--- config.mk ---
export PLATFORM = sky130hd
export DESIGN_NAME = pipe_stage_hs
export DESIGN_NICKNAME = d
export VERILOG_FILES = /design/src/rtl/pipe_stage_hs.sv
export SDC_FILE = /design/constraint.sdc
export NUM_CORES = 1
export LEC_CHECK = 0
export BUFFER_PORTS_ARGS = -buffer_cell sky130_fd_sc_hd__buf_2
export CAP_MARGIN = 10
export CELL_PAD_IN_SITES_DETAIL_PLACEMENT = 1
export CELL_PAD_IN_SITES_GLOBAL_PLACEMENT = 1
export CORE_UTILIZATION = 44
export CTS_CLUSTER_SIZE = 30
export DETAILED_ROUTE_END_ITERATION = 8
export PLACE_DENSITY = 0.83
export SLEW_MARGIN = 5
export SYNTH_ARGS = -nofsm -noshare
export SYNTH_HDL_FRONTEND = slang
export SYNTH_SLANG_ARGS = --single-unit
--- constraint.sdc ---
create_clock -name clock -period 4.25 [get_ports clock]
set_input_delay 0.2125 -clock clock [delete_from_list [all_inputs] [get_ports clock]]
set_output_delay 0.2125 -clock clock [all_outputs]
set_load 0.05 [all_outputs]
--- src/rtl/pipe_stage_hs.sv ---
// Pipeline stage register with valid/ready handshake, flush and bubble injection.
// A two-entry skid buffer (main + skid) keeps in_ready a pure register output.
// Optional performance counters are enabled by defining PIPE_STAGE_PERF_EN.
module pipe_stage_hs #(
  parameter int unsigned          DATA_W      = 32,
  parameter int unsigned          CTRL_W      = 24,
  parameter logic [CTRL_W-1:0]    BUBBLE_CTRL = '0
) (
  input  logic              clock,
  input  logic              reset,
  input  logic              in_valid,
  output logic              in_ready,
  input  logic [DATA_W-1:0] in_data,
  input  logic [CTRL_W-1:0] in_ctrl,
  input  logic              flush,
  output logic              out_valid,
  input  logic              out_ready,
  output logic [DATA_W-1:0] out_data,
  output logic [CTRL_W-1:0] out_ctrl,
  output logic [1:0]        occupancy
`ifdef PIPE_STAGE_PERF_EN
  ,
  output logic [15:0]       stall_cnt,
  output logic [15:0]       flush_cnt
`endif
);

  // Encoding doubles as the occupancy count.
  typedef enum logic [1:0] {
    StEmpty = 2'd0,
    StOne   = 2'd1,
    StTwo   = 2'd2
  } state_e;

  state_e            state_q, state_d;
  logic [DATA_W-1:0] main_data_q, skid_data_q;
  logic [CTRL_W-1:0] main_ctrl_q, skid_ctrl_q;
  logic              out_valid_q, in_ready_q;

  logic accept, deliver;
  logic main_load_in, main_load_skid, main_clear, skid_load;

  assign accept  = in_valid & in_ready_q;
  assign deliver = out_valid_q & out_ready;

  // Next-state and register-load decode; flush overrides every transfer.
  always_comb begin
    state_d        = state_q;
    main_load_in   = 1'b0;
    main_load_skid = 1'b0;
    main_clear     = 1'b0;
    skid_load      = 1'b0;
    unique case (state_q)
      StEmpty: begin
        if (accept) begin
          state_d      = StOne;
          main_load_in = 1'b1;
        end
      end
      StOne: begin
        if (accept && deliver) begin
          main_load_in = 1'b1;
        end else if (accept) begin
          state_d   = StTwo;
          skid_load = 1'b1;
        end else if (deliver) begin
          state_d    = StEmpty;
          main_clear = 1'b1;
        end
      end
      StTwo: begin
        if (deliver) begin
          state_d        = StOne;
          main_load_skid = 1'b1;
        end
      end
      default: begin
        state_d    = StEmpty;
        main_clear = 1'b1;
      end
    endcase
    if (flush) begin
      state_d        = StEmpty;
      main_load_in   = 1'b0;
      main_load_skid = 1'b0;
      skid_load      = 1'b0;
      main_clear     = 1'b1;
    end
  end

  // State and storage; an empty head holds the bubble pattern so outputs are registered.
  always_ff @(posedge clock) begin
    if (reset) begin
      state_q     <= StEmpty;
      main_data_q <= '0;
      main_ctrl_q <= BUBBLE_CTRL;
      skid_data_q <= '0;
      skid_ctrl_q <= '0;
      out_valid_q <= 1'b0;
      in_ready_q  <= 1'b1;
    end else begin
      state_q     <= state_d;
      out_valid_q <= (state_d != StEmpty);
      in_ready_q  <= (state_d != StTwo);
      if (main_clear) begin
        main_data_q <= '0;
        main_ctrl_q <= BUBBLE_CTRL;
      end else if (main_load_in) begin
        main_data_q <= in_data;
        main_ctrl_q <= in_ctrl;
      end else if (main_load_skid) begin
        main_data_q <= skid_data_q;
        main_ctrl_q <= skid_ctrl_q;
      end
      if (skid_load) begin
        skid_data_q <= in_data;
        skid_ctrl_q <= in_ctrl;
      end
    end
  end

  assign in_ready  = in_ready_q;
  assign out_valid = out_valid_q;
  assign out_data  = main_data_q;
  assign out_ctrl  = main_ctrl_q;
  assign occupancy = state_q;

`ifdef PIPE_STAGE_PERF_EN
  logic [15:0] stall_cnt_q, flush_cnt_q;
  logic        discard;

  // A word delivered in the flush cycle is consumed, not discarded.
  assign discard = flush & ((state_q == StTwo) | ((state_q == StOne) & ~deliver));

  // Saturating stall and flush counters, cleared by reset only.
  always_ff @(posedge clock) begin
    if (reset) begin
      stall_cnt_q <= '0;
      flush_cnt_q <= '0;
    end else begin
      if (out_valid_q && !out_ready && (stall_cnt_q != 16'hFFFF)) begin
        stall_cnt_q <= stall_cnt_q + 16'd1;
      end
      if (discard && (flush_cnt_q != 16'hFFFF)) begin
        flush_cnt_q <= flush_cnt_q + 16'd1;
      end
    end
  end

  assign stall_cnt = stall_cnt_q;
  assign flush_cnt = flush_cnt_q;
`endif

endmodule

==> flow_metrics.tcl, run 1 <==
set metrics [dict create \
    cp_cell_sequence "and4b_2 -> nand3b_1 -> a311oi_2" \
    worstPathRequired_ns 4.58 \
    rr_worst_depth 3 \
    dp_hpwl_mm 10.4 \
    io_pins 121 \
    route.detailed.drc 0 \
    gp_congestion 0.783 \
    r2r_end "out_data[24]" \
    wl_per_cell_microns 21.2 \
    synth_edf_count 0 \
    postCtsSetupRepairBufs 0 \
    irDropWorstVdd_v 0.000243 \
    critPathMaxStageDelay_ns 1.13 \
    start_kind "flop" \
    synth_top_family_by_area "compound AO/OA/AOI/OAI gates" \
    hp-start "in_ctrl[21]" \
    period_needed_ns 2.43 \
    drive_above_1_share_pct 29.8 \
    start_util_pct 45.2 \
    synth-simple-area-share_pct 19.7 \
    r2r_start "occupancy[1]" \
    firstDrtPassIters 5 \
    syn_avg_cell_area_sq_um 8.89 \
    synth_seq_cells 116 \
    multi_input_area_sq_um 2770 \
    cellPowerDensity_nw_per_um2 476 \
    clock-sinks 116 \
    slowest_stage "and4b_2" \
    dp.cells 830 \
    synth_cell_type_count 32 \
    drv_slew 0 \
    syn_nets 674 \
    r2r_setup_slack_ns 1.82 \
    worstSkewPairLatency_ns 0.42 \
    vias 5362 \
    cts_tree "yes" \
    cap_violations 0 \
    synthCells 613 \
    synth_compound_area_share_pct 30.6 \
    ys.flop_type "dfxtp_1" \
    final-setup-viol-count 0 \
    portBuffers 120 \
    yosys.area_share.adder_pct 0 \
    ant_nets 0 \
    fin_cells 862 \
    cts-resized-gates 0 \
    fp.dieH_microns 113 \
    grt_max_degree 74 \
    drt_iter0_markers 425 \
    cp.arrival_ns 2.76 \
    synth-async-reset-ratio_pct 0 \
    synth-seq-area-share_pct 42.6 \
    tightest_slew_ns 1.24 \
    antenna_found_initial 0 \
    hold_class "in2reg" \
    nNetsFinal 742 \
    outcome "completed" \
    core_sq_um 12100 \
    fill_cells 1430 \
    die_area_sq_um 12800 \
    totalWireLength_mm 18.2 \
    rsz0062_at_grt "no" \
    cp_max_fo 56 \
    path_clk_slew_ns 0.05 \
    grt_pass1_wl_mm 29.1 \
    syn_area_sq_um 5450 \
    dp_slack_ns 1.46 \
    muxShareOfSynthArea_pct 0 \
    finalClockSkew_ns 0.00809 \
    area_growth_pct 22.9 \
    setup_ws_ns 1.82 \
    drt-vias-per-instance 6.22 \
    die_w_microns 113 \
    max_slew_margin_pct 17.2 \
    finalSetupTns_ns 0 \
    synth_xor_area_share_pct 0 \
    p_leak_nw 2.30 \
    crit_start "occupancy[1]" \
    cp-endpoint "out_data[24]" \
    final_util_pct 55.5 \
    cts-htree-levels 4 \
    regArea_sq_um 2320 \
    grt_use_total_pct 28.8 \
    crit_type "reg2reg" \
    cp-end-kind "flop" \
    cts-root-buf "clkbuf_16" \
    clk_path_buf_depth 2 \
    overflow 0 \
    fmax_mhz 412 \
    fin_crit_sh_pct 57.1 \
    yosys_warnings 0 \
    hold_buffers 0 \
    hold_violations 0 \
    numCtsBuffers 17 \
    grt_pass1_vias 5646 \
    antenna_cells 0 \
    core.rowCount 40 \
]
==> where the power goes <==
part	total, mW	internal, mW	switching [mW]	leakage [nW]
sequential	1.13	1.12	0.0172	0.940
clock	1.73	1.22	0.513	0.347
combinational	0.320	0.0853	0.235	1.01
==> routing by layer <==
layer / vias up / wire length [microns] / global-route usage [%]
met5: - / 0 / 0
met2: 187 / 9200 / 49.7
met3: 39 / 854 / 5.57
met1: 2680 / 7690 / 34.0
met4: 0 / 490 / 14.6
li1: 2456 / - / -
==> final cells by class <==
class	count	area share, %
multi-input cells	416	41.4
flip-flops and latches	116	34.7
repair buffers	130	10.3
clock buffers	23	7.28
clock inverters	9	3.29
well taps	168	3.14
==> worst max-delay path: cells and delay by family, from the launching register on <==
kind,cells,cell delay [ns]
compound gates,1,0.34
flops,1,0.53
simple gates,2,1.42
==> synth_stat cells (2+ instances only) <==
cell      count  area [sq um]
dfxtp_1     116          2320
o21ai_0     110           551
a21oi_1      58           290
nand3_1      56           280
nand3b_1     56           420
nor3_1       56           280
clkbuf_1     47           176
a311oi_2     40           601
buf_2        24           120
a311oi_1     17           149
buf_6         5          56.3
buf_4         4          30.0
nand2_1       4          15.0
o21ai_1       2          10.0
==> cells by family (layout without fill, tap and decap cells) <==
logic type / count (synthesis) / count (layout)
buffers and inverters: 81 / 162
flip-flops: 116 / 116
AND/OR/NAND/NOR: 182 / 182
AO/OA/AOI/OAI: 234 / 234
==> how the worst min path moves through the flow <==
| stage | to | slack (ns) | depth (start not counted) |
|---|---|---|---|
| floorplan | skid_ctrl_q[0] | 0.36 | 2 |
| global placement | skid_ctrl_q[0] | 0.46 | 2 |
| detailed placement | skid_data_q[4] | 0.47 | 2 |
| CTS | skid_ctrl_q[21] | 0.05 | 3 |
| global route | skid_data_q[14] | 0.06 | 3 |
| finish | skid_ctrl_q[21] | 0.05 | 3 |
==> state kept, by name, summed over array words and instances (netlist names) <==
| name | count |
|---|---|
| out_data | 32 |
| in_ready | 1 |
| skid_ctrl_q | 24 |
| out_valid | 1 |
| skid_data_q | 32 |
| occupancy | 2 |
| out_ctrl | 24 |
==> cell usage in the layout (no fill, tap or decap), drive strengths merged, types with 2 or more instances in the layout <==
cell / n
dfxtp: 116
o21ai: 112
a311oi: 57
nand2: 4
nand3: 56
clkbuf: 23
a21oi: 58
nand3b: 56
clkinv: 2
bufinv: 7
buf: 130
nor3: 56
==> stage by stage <==
stage                     power [mW]  instance area, sq um  hold WS [ns]
final                           3.19                  6700        0.0546
after global routing            3.26                  6700        0.0591
after CTS                       3.19                  6700        0.0471
after detailed placement        1.47                  5990         0.471
after global placement          1.46                  5990         0.460
after floorplan                 1.37                  5450         0.360
Note: power is estimated with default switching activity, not from simulation.
==> run 2: changes to the inputs <==
- CORE_UTILIZATION: 44 -> 37
- PLACE_DENSITY: 0.83 -> 0.74
- clock period: 4.25 -> 2 ns (I/O delays scaled with it)
==> run 2 against run 1 <==
- utilization fell by 4.3 points
- worst setup slack got worse by 1.6 ns
- total power up 86%
- maximum frequency rose by 36%
- register-to-register slack worse by 1.6 ns
- final area rose by 8.3%
- clock skew fell by 0.0016 ns
- clock-buffer cell count grew 3
- final cell count increased by 9.0%
==> flow_metrics.tcl, run 2 (synthesis results as in run 1) <==
set metrics [dict create \
    place_area_sq_um 6150 \
    cellPowerDensity_nw_per_um2 818 \
    clk_path_buf_depth 2 \
    grt_pass1_vias 5716 \
    grt_pass1_wl_mm 29.7 \
    hold_violations 0 \
    ant_nets 0 \
    finalClockSkew_ns 0.00648 \
    r2r_start "occupancy[1]" \
    drt-vias-per-instance 5.81 \
    io_pins 121 \
    grt_max_degree 79 \
    rr_worst_depth 4 \
    core.rowCount 43 \
    cts_tree "yes" \
    final-setup-viol-count 0 \
    critPathMaxStageDelay_ns 0.40 \
    nNetsFinal 809 \
    overflow 0 \
    final_common_cell "buf_2" \
    start_kind "flop" \
    cts-htree-levels 4 \
    irDropWorstVdd_v 0.000588 \
    antenna_cells 0 \
    r2r_end "out_ctrl[19]" \
    final_util_pct 51.3 \
    slowest_stage "dfxtp_1" \
    numCtsBuffers 17 \
    p_leak_nw 2.53 \
    antenna_found_initial 0 \
    drv_slew 0 \
    hp-start "out_ready" \
    period_needed_ns 1.79 \
    clock-sinks 116 \
    hold_slack_ns 0.103 \
    core_sq_um 14100 \
    worstPathRequired_ns 2.31 \
    max_slew_margin_pct 53.7 \
    area_growth_pct 33.1 \
    cts-root-buf "clkbuf_16" \
    r2r_setup_slack_ns 0.21 \
    rsz0062_at_grt "no" \
    firstDrtPassIters 4 \
    tightest_slew_ns 0.695 \
    cp_cell_sequence "a211o_1 -> a41o_2 -> buf_12 -> a311oi_2" \
    fmax_mhz 558 \
    hold_end "in_ready" \
    drive_above_1_share_pct 27.9 \
    crit_type "reg2reg" \
    start_util_pct 38.5 \
    outcome "completed" \
    totalWireLength_mm 18.8 \
    cp.arrival_ns 2.10 \
    fp.dieH_microns 123 \
    path_clk_slew_ns 0.05 \
    finalSetupTns_ns 0 \
    whs_path_depth 3 \
    cp-end-kind "flop" \
    wl_per_cell_microns 20.0 \
    cp_max_fo 24 \
    gp_congestion 0.800 \
    design_area_sq_um 7260 \
    cap_violations 0 \
    worstSkewPairLatency_ns 0.42 \
    drt_iter0_markers 349 \
    route.detailed.drc 0 \
    fin_crit_sh_pct 89.6 \
    grt_use_total_pct 25.4 \
    die_area_sq_um 15200 \
    hold_class "in2reg" \
    vias 5457 \
    postCtsSetupRepairBufs 0 \
    die_w_microns 123 \
    dp_hpwl_mm 10.8 \
    most-common-layout-cells "buf_2 (120), dfxtp_1 (116), o21ai_0 (110)" \
    portBuffers 120 \
]
-- run 2: metrics by stage --
| step | power, mW | cells | worst slack [ns] |
|---|---|---|---|
| 3_5_place_dp | 3.15 | 851 | 0.272 |
| 6_report | 5.93 | 940 | 0.209 |
| 3_3_place_gp | 3.13 | 851 | 0.345 |
| 4_1_cts | 5.97 | 940 | 0.138 |
| 5_1_grt | 6.14 | 940 | 0.111 |
| 2_1_floorplan | 2.92 | 613 | 0.158 |
-- run 2: worst max path at each step --
stage                       from             end  slack [ns]  depth (start not counted)
floorplan           occupancy[1]    out_data[17]        0.16                          6
global placement    occupancy[1]    out_ctrl[12]        0.34                          4
detailed placement  occupancy[1]    out_data[18]        0.27                          4
CTS                        flush  skid_data_q[0]        0.14                          7
global route        occupancy[1]    out_ctrl[19]        0.11                          4
finish              occupancy[1]    out_ctrl[19]        0.21                          4
-- run 2: worst max-delay path: cells and delay by family, from the launching register on --
family	cells	cell delay, ns
flops	1	0.40
compound gates	3	1.04
buf+inv	1	0.24
-- run 2: where the power goes --
part / switching (mW) / leakage, nW / internal (mW)
logic: 0.518 / 1.33 / 0.279
clock network: 1.04 / 0.264 / 1.69
registers: 0.0342 / 0.940 / 2.37
-- run 2: area by class of cell --
type                       count  area, sq um
sequential                   116         2320
fill                        1627         6890
multi-input combinational    416         2770
clock inverter                 5         25.0
timing repair buffer         197         1420
clock buffer                  26          499
tap                          180          225
-- run 2: repair_timing --
action | 4_1_cts | 5_1_grt
resized for setup | 0 | 1
hold buffers | 58 | 0
hold endpoints to repair | 58 | 0
endpoints found under the setup margin | 0 | 1
-- run 2: routing by layer --
metal / routed length, microns / GRT usage [%]
met1: 8510 / 31.2
met2: 9080 / 41.8
met3: 744 / 5.77
met4: 425 / 12.5
met5: 0 / 0
